File: config.mk
export PLATFORM = sky130hd
export DESIGN_NAME = rle_scan_engine
export DESIGN_NICKNAME = d
export VERILOG_FILES = /design/src/rtl/rle_scan_engine.sv
export SDC_FILE = /design/constraint.sdc
export NUM_CORES = 1
export LEC_CHECK = 0
export ABC_AREA = 1
export ABC_CLOCK_PERIOD_IN_PS = 2500
export CORE_ASPECT_RATIO = 1.5
export CORE_UTILIZATION = 35
export CTS_BUF_LIST = sky130_fd_sc_hd__clkbuf_2
export CTS_CLUSTER_SIZE = 25
export DETAILED_ROUTE_END_ITERATION = 10
export GPL_TIMING_DRIVEN = 0
export MAX_ROUTING_LAYER = met4
export SETUP_SLACK_MARGIN = 0.4
export SLEW_MARGIN = 5
export SYNTH_ARGS = -nofsm -noshare
export SYNTH_HDL_FRONTEND = slang
export SYNTH_SLANG_ARGS = --single-unit
File: constraint.sdc
create_clock -name i_clk -period 2.5 [get_ports i_clk]
set_input_delay 0.5 -clock i_clk [delete_from_list [all_inputs] [get_ports i_clk]]
set_output_delay 0.5 -clock i_clk [all_outputs]
set_load 0.1 [all_outputs]
File: src/rtl/rle_scan_engine.sv
// ----------------------------------------------------------------------------
// rle_scan_engine
//
// Reads a length-prefixed element list from a synchronous-read memory and
// streams it downstream as beats. The word at base holds N, the element count.
// The elements follow at base+1 .. base+N, and the address wraps modulo
// 2^ADDR_W.
//   mode 0 : every element leaves as its own beat with repeats = 1.
//   mode 1 : runs of equal adjacent elements are merged into one beat
//            (value, repeats). A run that reaches 2^CNT_W-1 is closed, and
//            the next equal element opens a new run.
//
// Ports
//   i_clk, i_resetn      clock; synchronous active-low reset
//   i_start              one-cycle start request (sampled in IDLE only)
//   i_mode, i_base_addr  job configuration, latched when start is accepted
//   o_mem_addr           memory read address
//   i_mem_rdata          read data, one cycle after o_mem_addr
//   o_valid, i_ready     beat handshake; transfer on o_valid && i_ready
//   o_data, o_repeats    beat payload (run value, run length)
//   o_busy               job in progress
//   o_done               one-cycle completion pulse
// ----------------------------------------------------------------------------
module rle_scan_engine #(
    parameter int DATA_W = 8,
    parameter int ADDR_W = 8,
    parameter int CNT_W  = 8
) (
    input  logic              i_clk,
    input  logic              i_resetn,
    input  logic              i_start,
    input  logic              i_mode,
    input  logic [ADDR_W-1:0] i_base_addr,
    output logic [ADDR_W-1:0] o_mem_addr,
    input  logic [DATA_W-1:0] i_mem_rdata,
    output logic              o_valid,
    input  logic              i_ready,
    output logic [DATA_W-1:0] o_data,
    output logic [CNT_W-1:0]  o_repeats,
    output logic              o_busy,
    output logic              o_done
);

    typedef enum logic [2:0] {
        IDLE,
        LEN_RD,
        LEN_CAP,
        ELEM_RD,
        ELEM_CAP,
        EMIT,
        DONE
    } state_e;

    localparam logic [CNT_W-1:0] CNT_MAX = '1;
    localparam logic [CNT_W-1:0] CNT_ONE = CNT_W'(1);

    state_e            state_q,     state_d;
    logic              mode_q,      mode_d;
    logic [ADDR_W-1:0] addr_q,      addr_d;      // next address to present
    logic [DATA_W-1:0] rem_q,       rem_d;       // elements still to capture
    logic [DATA_W-1:0] run_val_q,   run_val_d;   // open run (mode 1)
    logic [CNT_W-1:0]  run_cnt_q,   run_cnt_d;   // 0 = no open run
    logic [DATA_W-1:0] beat_data_q, beat_data_d; // payload held on the port
    logic [CNT_W-1:0]  beat_cnt_q,  beat_cnt_d;

    logic              extend;
    logic [DATA_W-1:0] rem_dec;

    // The incoming element joins the open run only if the run is not already
    // saturated. A saturated run is closed when the next element arrives.
    assign extend  = (run_cnt_q != '0) && (i_mem_rdata == run_val_q) &&
                     (run_cnt_q != CNT_MAX);
    assign rem_dec = rem_q - 1'b1;

    // ------------------------------------------------------------------------
    // State and datapath registers
    // ------------------------------------------------------------------------
    // NOTE: sequential state uses non-blocking assignments only, so every
    // register samples the pre-edge value of every other register.
    always_ff @(posedge i_clk) begin
        if (!i_resetn) begin
            state_q     <= IDLE;
            mode_q      <= 1'b0;
            addr_q      <= '0;
            rem_q       <= '0;
            run_val_q   <= '0;
            run_cnt_q   <= '0;
            beat_data_q <= '0;
            beat_cnt_q  <= '0;
        end else begin
            state_q     <= state_d;
            mode_q      <= mode_d;
            addr_q      <= addr_d;
            rem_q       <= rem_d;
            run_val_q   <= run_val_d;
            run_cnt_q   <= run_cnt_d;
            beat_data_q <= beat_data_d;
            beat_cnt_q  <= beat_cnt_d;
        end
    end

    // ------------------------------------------------------------------------
    // Next-state logic
    //
    // The address register always points one element ahead of the capture.
    // While a beat waits in EMIT, the next element's address is already on
    // o_mem_addr but nothing is consumed. On the handshake, the FSM moves
    // straight to ELEM_CAP, so mode 0 runs one element every two cycles.
    // ------------------------------------------------------------------------
    // NOTE: every variable gets its default first, so no path can leave one
    // unassigned and infer a latch.
    always_comb begin
        state_d     = state_q;
        mode_d      = mode_q;
        addr_d      = addr_q;
        rem_d       = rem_q;
        run_val_d   = run_val_q;
        run_cnt_d   = run_cnt_q;
        beat_data_d = beat_data_q;
        beat_cnt_d  = beat_cnt_q;

        unique case (state_q)
            IDLE: begin
                if (i_start) begin
                    mode_d  = i_mode;
                    addr_d  = i_base_addr;
                    state_d = LEN_RD;
                end
            end

            LEN_RD: state_d = LEN_CAP;

            LEN_CAP: begin
                rem_d     = i_mem_rdata;
                run_cnt_d = '0;
                if (i_mem_rdata == '0) begin
                    state_d = DONE;
                end else begin
                    addr_d  = addr_q + 1'b1;
                    state_d = ELEM_RD;
                end
            end

            ELEM_RD: state_d = ELEM_CAP;

            ELEM_CAP: begin
                rem_d  = rem_dec;
                addr_d = addr_q + 1'b1;
                if (!mode_q) begin
                    beat_data_d = i_mem_rdata;
                    beat_cnt_d  = CNT_ONE;
                    state_d     = EMIT;
                end else if (extend || (run_cnt_q == '0)) begin
                    // Grow or open the run. If this was the last element,
                    // emit the run at once instead of leaving it open.
                    if (rem_dec == '0) begin
                        beat_data_d = i_mem_rdata;
                        beat_cnt_d  = extend ? run_cnt_q + 1'b1 : CNT_ONE;
                        run_cnt_d   = '0;
                        state_d     = EMIT;
                    end else begin
                        run_val_d = i_mem_rdata;
                        run_cnt_d = extend ? run_cnt_q + 1'b1 : CNT_ONE;
                        state_d   = ELEM_RD;
                    end
                end else begin
                    // Value change or saturation: close the old run and open
                    // a new run with this element. If this was the last
                    // element, EMIT flushes the new run after the handshake.
                    beat_data_d = run_val_q;
                    beat_cnt_d  = run_cnt_q;
                    run_val_d   = i_mem_rdata;
                    run_cnt_d   = CNT_ONE;
                    state_d     = EMIT;
                end
            end

            EMIT: begin
                if (i_ready) begin
                    if (rem_q != '0) begin
                        state_d = ELEM_CAP;
                    end else if (run_cnt_q != '0) begin
                        beat_data_d = run_val_q;
                        beat_cnt_d  = run_cnt_q;
                        run_cnt_d   = '0;
                    end else begin
                        state_d = DONE;
                    end
                end
            end

            DONE: state_d = IDLE;

            default: state_d = IDLE;
        endcase
    end

    // ------------------------------------------------------------------------
    // Outputs
    // ------------------------------------------------------------------------
    assign o_mem_addr = addr_q;
    assign o_valid    = (state_q == EMIT);
    assign o_data     = beat_data_q;
    assign o_repeats  = beat_cnt_q;
    assign o_done     = (state_q == DONE);
    assign o_busy     = (state_q != IDLE) && (state_q != DONE);

endmodule

==> Word-level counts from Yosys, hierarchy flattened <==
Index checks and enable logic that the tools add are counted.
{ "word_totals": {"register_bits": 52, "latchBits": 0, "mem_bits_rw": 0, "rom_bits": 0, "inputBits": 21, "out_inout_bits": 27, "elab_cells": 87, "mem_count": 0} }
{ "op_classes": {"addsub": 3, "n_mul": 0, "div": 0, "n_lt_le_gt_ge": 0, "eq_ne": 18, "n_shift": 0, "n_mux": 37, "n_bitwise": 0, "reduce_logical": 21} }
{ "op_table": {"columns": ["operator", "count"], "rows": [
  ["$mux W8", 23],
  ["$pmux W8 S2", 3],
  ["$pmux W8 S3", 2],
  ["$logic_not A8 Y1", 3],
  ["$mux W3", 8],
  ["$pmux W3 S6", 1],
  ["$add A8 B1 Y8 const B", 2],
  ["$reduce_bool A8 Y1", 2],
  ["$ne A2 B2 Y1 const B", 5],
  ["$reduce_and A5 Y1", 2],
  ["$eq A3 B3 Y1 const B", 3],
  ["$reduce_and A3 Y1", 3],
  ["$reduce_bool A3 Y1", 3],
  ["$eq A8 B8 Y1", 1],
  ["$ne A8 B8 Y1 const B", 1],
  ["$sub A8 B1 Y8 const B", 1],
  ["$eq A3 B2 Y1 const B", 2],
  ["$ne A2 B1 Y1 const B", 2],
  ["$ne A4 B4 Y1 const B", 1],
  ["$reduce_bool A2 Y1", 2],
  ["$eq A3 B1 Y1 const B", 1],
  ["$logic_and A1 B1 Y1", 3],
  ["$logic_not A3 Y1", 1],
  ["$ne A3 B2 Y1 const B", 1],
  ["other kinds (3)", 3]
]} }

==> Depth between registers and ports, before layout <==
{ "depth": {"depth_word": 8, "depth_mapped": 15, "mapped_depth_nobuf": 15} }

==> Worst setup path before layout <==
OpenSTA, ideal clock, no wires.
{ "synth_timing": {"kind": "register to output", "from": "register state_q[2]", "to": "output o_busy", "arrival_time_ns": 2.726, "required_time_ns": 2.000, "slack_ns": -0.726, "path_stages_with_launch": 4, "path_buffers": 0, "path_cell_list": "dfxtp_1 -> nand2_1 -> nor2_1 -> nor2_1"} }
{ "synth_between": {"elab_chain_len": 2, "word_cells_on_any_way": 3, "cone_classes": "1 x eq/ne; 2 x reduce/logical"} }
{ "synth_rtl": {"columns": ["element", "line", "source"], "rows": [
  ["from (decl)", "57", "state_e state_q, state_d;"],
  ["from (signal assigned)", "91", "state_q <= state_d;"],
  ["$ne A3 B3 Y1 or $reduce_bool A3 Y1 (tied branches)", "206", "assign o_busy = (state_q != IDLE) && (state_q != DONE);"],
  ["$logic_and A1 B1 Y1 *", "206", null],
  ["to (decl)", "40", "output logic o_busy,"]
]} }
Mark *: on every way between the ends. The rest lies on a longest branch, timed or not.

==> Worst setup path after layout <==
{ "layout_timing": {"from": "register state_q[0]", "to": "output o_valid"} }
{ "layout_between": {"elab_chain_len": 1} }
{ "layout_rtl": {"columns": ["element", "line", "source"], "rows": [
  ["$eq A3 B3 Y1", "202", "assign o_valid = (state_q == EMIT);"],
  ["to (decl)", "36", "output logic o_valid,"]
]} }
Every way passes these cells.

==> results summary <==
The final core utilization came out at 0.4466. The tightest hold path in the finished design has a slack of between 0.4 and 0.5 ns. The average wire per cell in the routed design came out at between 10 and 15 um. In the final design database the tool counted 627 nets. For this design, the sink count on the clock tree is 52. The internal power of the cells is roughly 1.2 mW.

The headroom to the max-slew limit came out at 0.6194. The placed wire-length estimate after detailed placement is 7183 um. In this run, synthesis produced a sequential element count of 52. The die outline area is around 10000 um2. Relative to the synthesized area, the layout overhead comes to 23.40%. Clock tree synthesis selected as its root buffer the cell clkbuf_2. The total I/O pin count came out at 48. The number of warnings issued by yosys is 0. At the worst endpoint, the required time is 2.00 ns.

Setup repair after global routing could not meet its margin everywhere. Of the total power, the share spent switching nets is 0.4231. The overall routing resource usage came out at 0.2069. The count of unresolved DRC violations after routing came out at 0. The kind of cell with the highest combined delay along the critical path is buffers and inverters. The largest buffer count on any clock path is 2. For this design the static power due to leakage is approximately 1.9 nW. The maximum frequency from static timing analysis is between 0.4 and 0.5 GHz. The total iterations of the first detailed-routing run came out at 4.

The DRC marker count from the first detailed-route iteration is between 150 and 200. Dividing the final minimum period by the clock period gives 0.8194. The summed instance area of the synthesized netlist came out at 3368 um2.

The finished layout holds around 700 standard cells, fillers aside. The maximum VDD drop came out at roughly 280 uV. The flow ran to the end, and the final reports show no timing, DRC or antenna violations.

For the worst setup path, the data arrival time is around 1.6 ns. The number of nets with antenna violations after routing is 0. The class of the tightest hold or removal check is in2reg. The cell repeated most along the worst path is nor2_2.

The weighted congestion reported at the end of routability-driven placement is between 0.8 and 0.9. From left edge to right edge, the die measures approximately 80 um. For the pin with the worst max-slew slack, the measured transition is 0.5709 ns. The power spent charging and discharging nets is roughly 840 uW. The proportion of synthesized chip area in sequential cells is 0.3091. The total power after layout is ~2.0 mW. The count of input and output buffers is between 40 and 50. The vertical die dimension came out at about 120 um. The number of CTS-inserted buffers is 5.

The clock network latency to the later pin of the worst-skew pair is between 0.4 and 0.5 ns. The pin count of the biggest net entering global routing is 16. The count of endpoints failing hold in the final timing report is 0. The final worst clock skew is 0.01885 ns. The critical path in this run is classified as reg2out. The placed cell count is 700. The clock tree from TritonCTS is done. The total overflow left after global routing is 0. The sum of negative setup slack is 0 ns.

Clock-pin slew was measured on the worst setup and hold paths at 0.26 ns. The clock network power share came out at 0.176. The number of library cell types mapped by synthesis came out at 36. The fraction of power consumed by sequential logic came out at 0.466.

The number of placement rows came out at 43. The repair_antennas step left the layout with diodes totalling 0. The worst setup path is launched from a register. The slowest library cell on the worst path is dfxtp_4.

The endpoint class of the critical path is an output port. The maximum level of the CTS H-tree came out at 2. The total routed wirelength came out at between 9000 and 10000 um. The share of total power dissipated in combinational logic is 0.359. The via count of the first global-routing pass is between 3000 and 4000.

The final count of negative-setup-slack endpoints is 0. The tool flagged a number of max-cap violations equal to 0. The number of instances in the synthesized netlist is about 540.

The first global-routing pass estimated 15350 um of wire. The delay of the slowest critical-path stage came out at roughly 0.43 ns. The count of filler cells inserted in the layout came out at 1000. The post-synthesis area per instance came out at roughly 6.2 um2.

The critical-path maximum fanout came out at 4. The floorplan core area is around 9300 um2. The count of pins over their slew limit came out at 0. The minimum clock period came out at between 2 and 2.5 ns.

The number of buffer and inverter stages on the critical path came out at 4. The per-cell via count in the routed design is just under 5. The fraction of final layout cells with drive strength greater than 1 is 0.1650. The power per unit of standard cell area is around 480 nW/um2.

The quantity of hold-fixing buffers added after cts is 0. The via count came out at between 3000 and 4000. The number of nets handed over by synthesis was between 500 and 600.

For this configuration, the core starts out at a cell density of 0.3619. The number of antenna violations at the first check in global routing is 0. Traced cell by cell, the critical path runs through inv_2, nor2_2, inv_1, nor2_2, buf_6, buf_12.
## power by group through the flow
stage | clock network [mW] | registers (mW) | logic (mW)
floorplan | 0 | 1.14 | 0.313
global placement | 0 | 0.944 | 0.691
detailed placement | 0 | 0.945 | 0.696
CTS | 0.368 | 0.931 | 0.691
global route | 0.395 | 0.937 | 0.773
finish | 0.351 | 0.928 | 0.715
## synth_stat cells (all sizes together)
cell | count | area, um2
inv | 75 | 281.5
nor3 | 3 | 20.02
nand3 | 39 | 220.2
ha | 6 | 75.07
a22oi | 2 | 15.01
xor2 | 6 | 52.55
o211ai | 3 | 27.52
o21ai | 37 | 185.2
nor2 | 91 | 396.6
a31oi | 4 | 25.02
a21oi | 24 | 120.1
nand3b | 1 | 7.510
and2 | 1 | 6.260
xnor2 | 4 | 35.03
buf | 14 | 95.09
or2 | 2 | 15.02
nand2 | 164 | 640.6
clkbuf | 4 | 15.01
a221oi | 4 | 35.03
nand4 | 6 | 58.80
dfxtp | 52 | 1041
## worst reg2reg max path: cells and delay by family, from the launching register on
family | cells | cell delay, ns
simple gates | 10 | 0.97
flops | 1 | 0.39
buf+inv | 4 | 0.34
fa+ha+maj | 1 | 0.17
## cell type report
type                       count  area (um2)  area share
clock buffer                   5       25.02    0.006020
sequential                    52        1054      0.2535
clock inverter                 2       12.51    0.003010
timing repair buffer          51       546.8      0.1315
tap                          112       140.1     0.03371
multi-input combinational    397        1981      0.4765
buffer                        18       116.4     0.02800
inverter                      75       281.5     0.06773
## flip-flops by register name (all words and copies together) (netlist names)
register and cells:
o_data 8, o_mem_addr 8, o_repeats 8, rem_q 8, run_cnt_q 8, run_val_q 8, state_q 3, mode_q 1
## placed cells by master, fill, tap and decap left out, types with 3 or more instances in the layout
cell             Yosys  final
buf_2                7      7
buf_6                4      5
nor2_4               6      8
nand2_4              2      3
nand2_2              4      4
inv_1               66     64
clkdlybuf4s50_1      0     15
ha_1                 6      5
buf_4                1      7
nor2_2               4      6
a221oi_1             4      4
nand3_1             37     36
nand2_1            158    157
nor2_1              81     77
clkbuf_2             0      5
xnor2_1              4      4
xor2_1               6      6
inv_2                9     11
dfxtp_1             52     46
a31oi_1              4      4
clkbuf_1             4      4
dfxtp_2              0      4
o21ai_0             36     34
a21oi_1             24     24
clkdlybuf4s15_2      0     21
nand4_1              4      4
dlymetal6s2s_1       0      4
o21ai_1              1      3
## metal layers
| metal | vias to the layer above | global-route usage | routed length, um |
|---|---|---|---|
| li1 | 1806 | - | - |
| met1 | 1541 | 0.2117 | 3813 |
| met2 | 74 | 0.3812 | 5139 |
| met3 | 14 | 0.03071 | 253 |
| met4 | 0 | 0.08333 | 206 |
| met5 | - | - | 0 |
## path summary, 6_finish.rpt
| path | from | endpoint | slack [ns] | depth (start not counted) |
|---|---|---|---|---|
| hold / removal | i_resetn | rem_q[1] | 0.40 | 3 |
| setup reg to reg | rem_q[0] | run_val_q[5] | 0.58 | 15 |
| setup / recovery | state_q[0] | o_valid | 0.45 | 6 |
| hold reg to reg | run_cnt_q[0] | run_cnt_q[0] | 0.50 | 2 |
## stage by stage
step | area, um2 | setup WS, ns
detailed placement | 3979 | -0.2914
global placement | 3979 | -0.2844
floorplan | 3378 | 0.4108
CTS | 4050 | 0.1909
finish | 4156 | 0.4516
global route | 4156 | 0.3594
## kinds of logic (layout without fill, tap and decap cells)
family	after synthesis	in the layout	synth area share
AO/OA/AOI/OAI	74	74	0.1211
XOR/XNOR	10	10	0.02600
adder cells (fa/ha/maj)	6	6	0.02229
buffers and inverters	93	151	0.1163
flip-flops	52	52	0.3091
AND/OR/NAND/NOR	307	307	0.4053
## repair_timing
action / in CTS / in global routing
setup endpoints to repair: 42 / 37
pin swaps: 0 / 2
setup buffers: 0 / 5
gates resized for setup: 96 / 30
cloned: 0 / 0
Note: power is estimated with default switching activity, not from simulation.
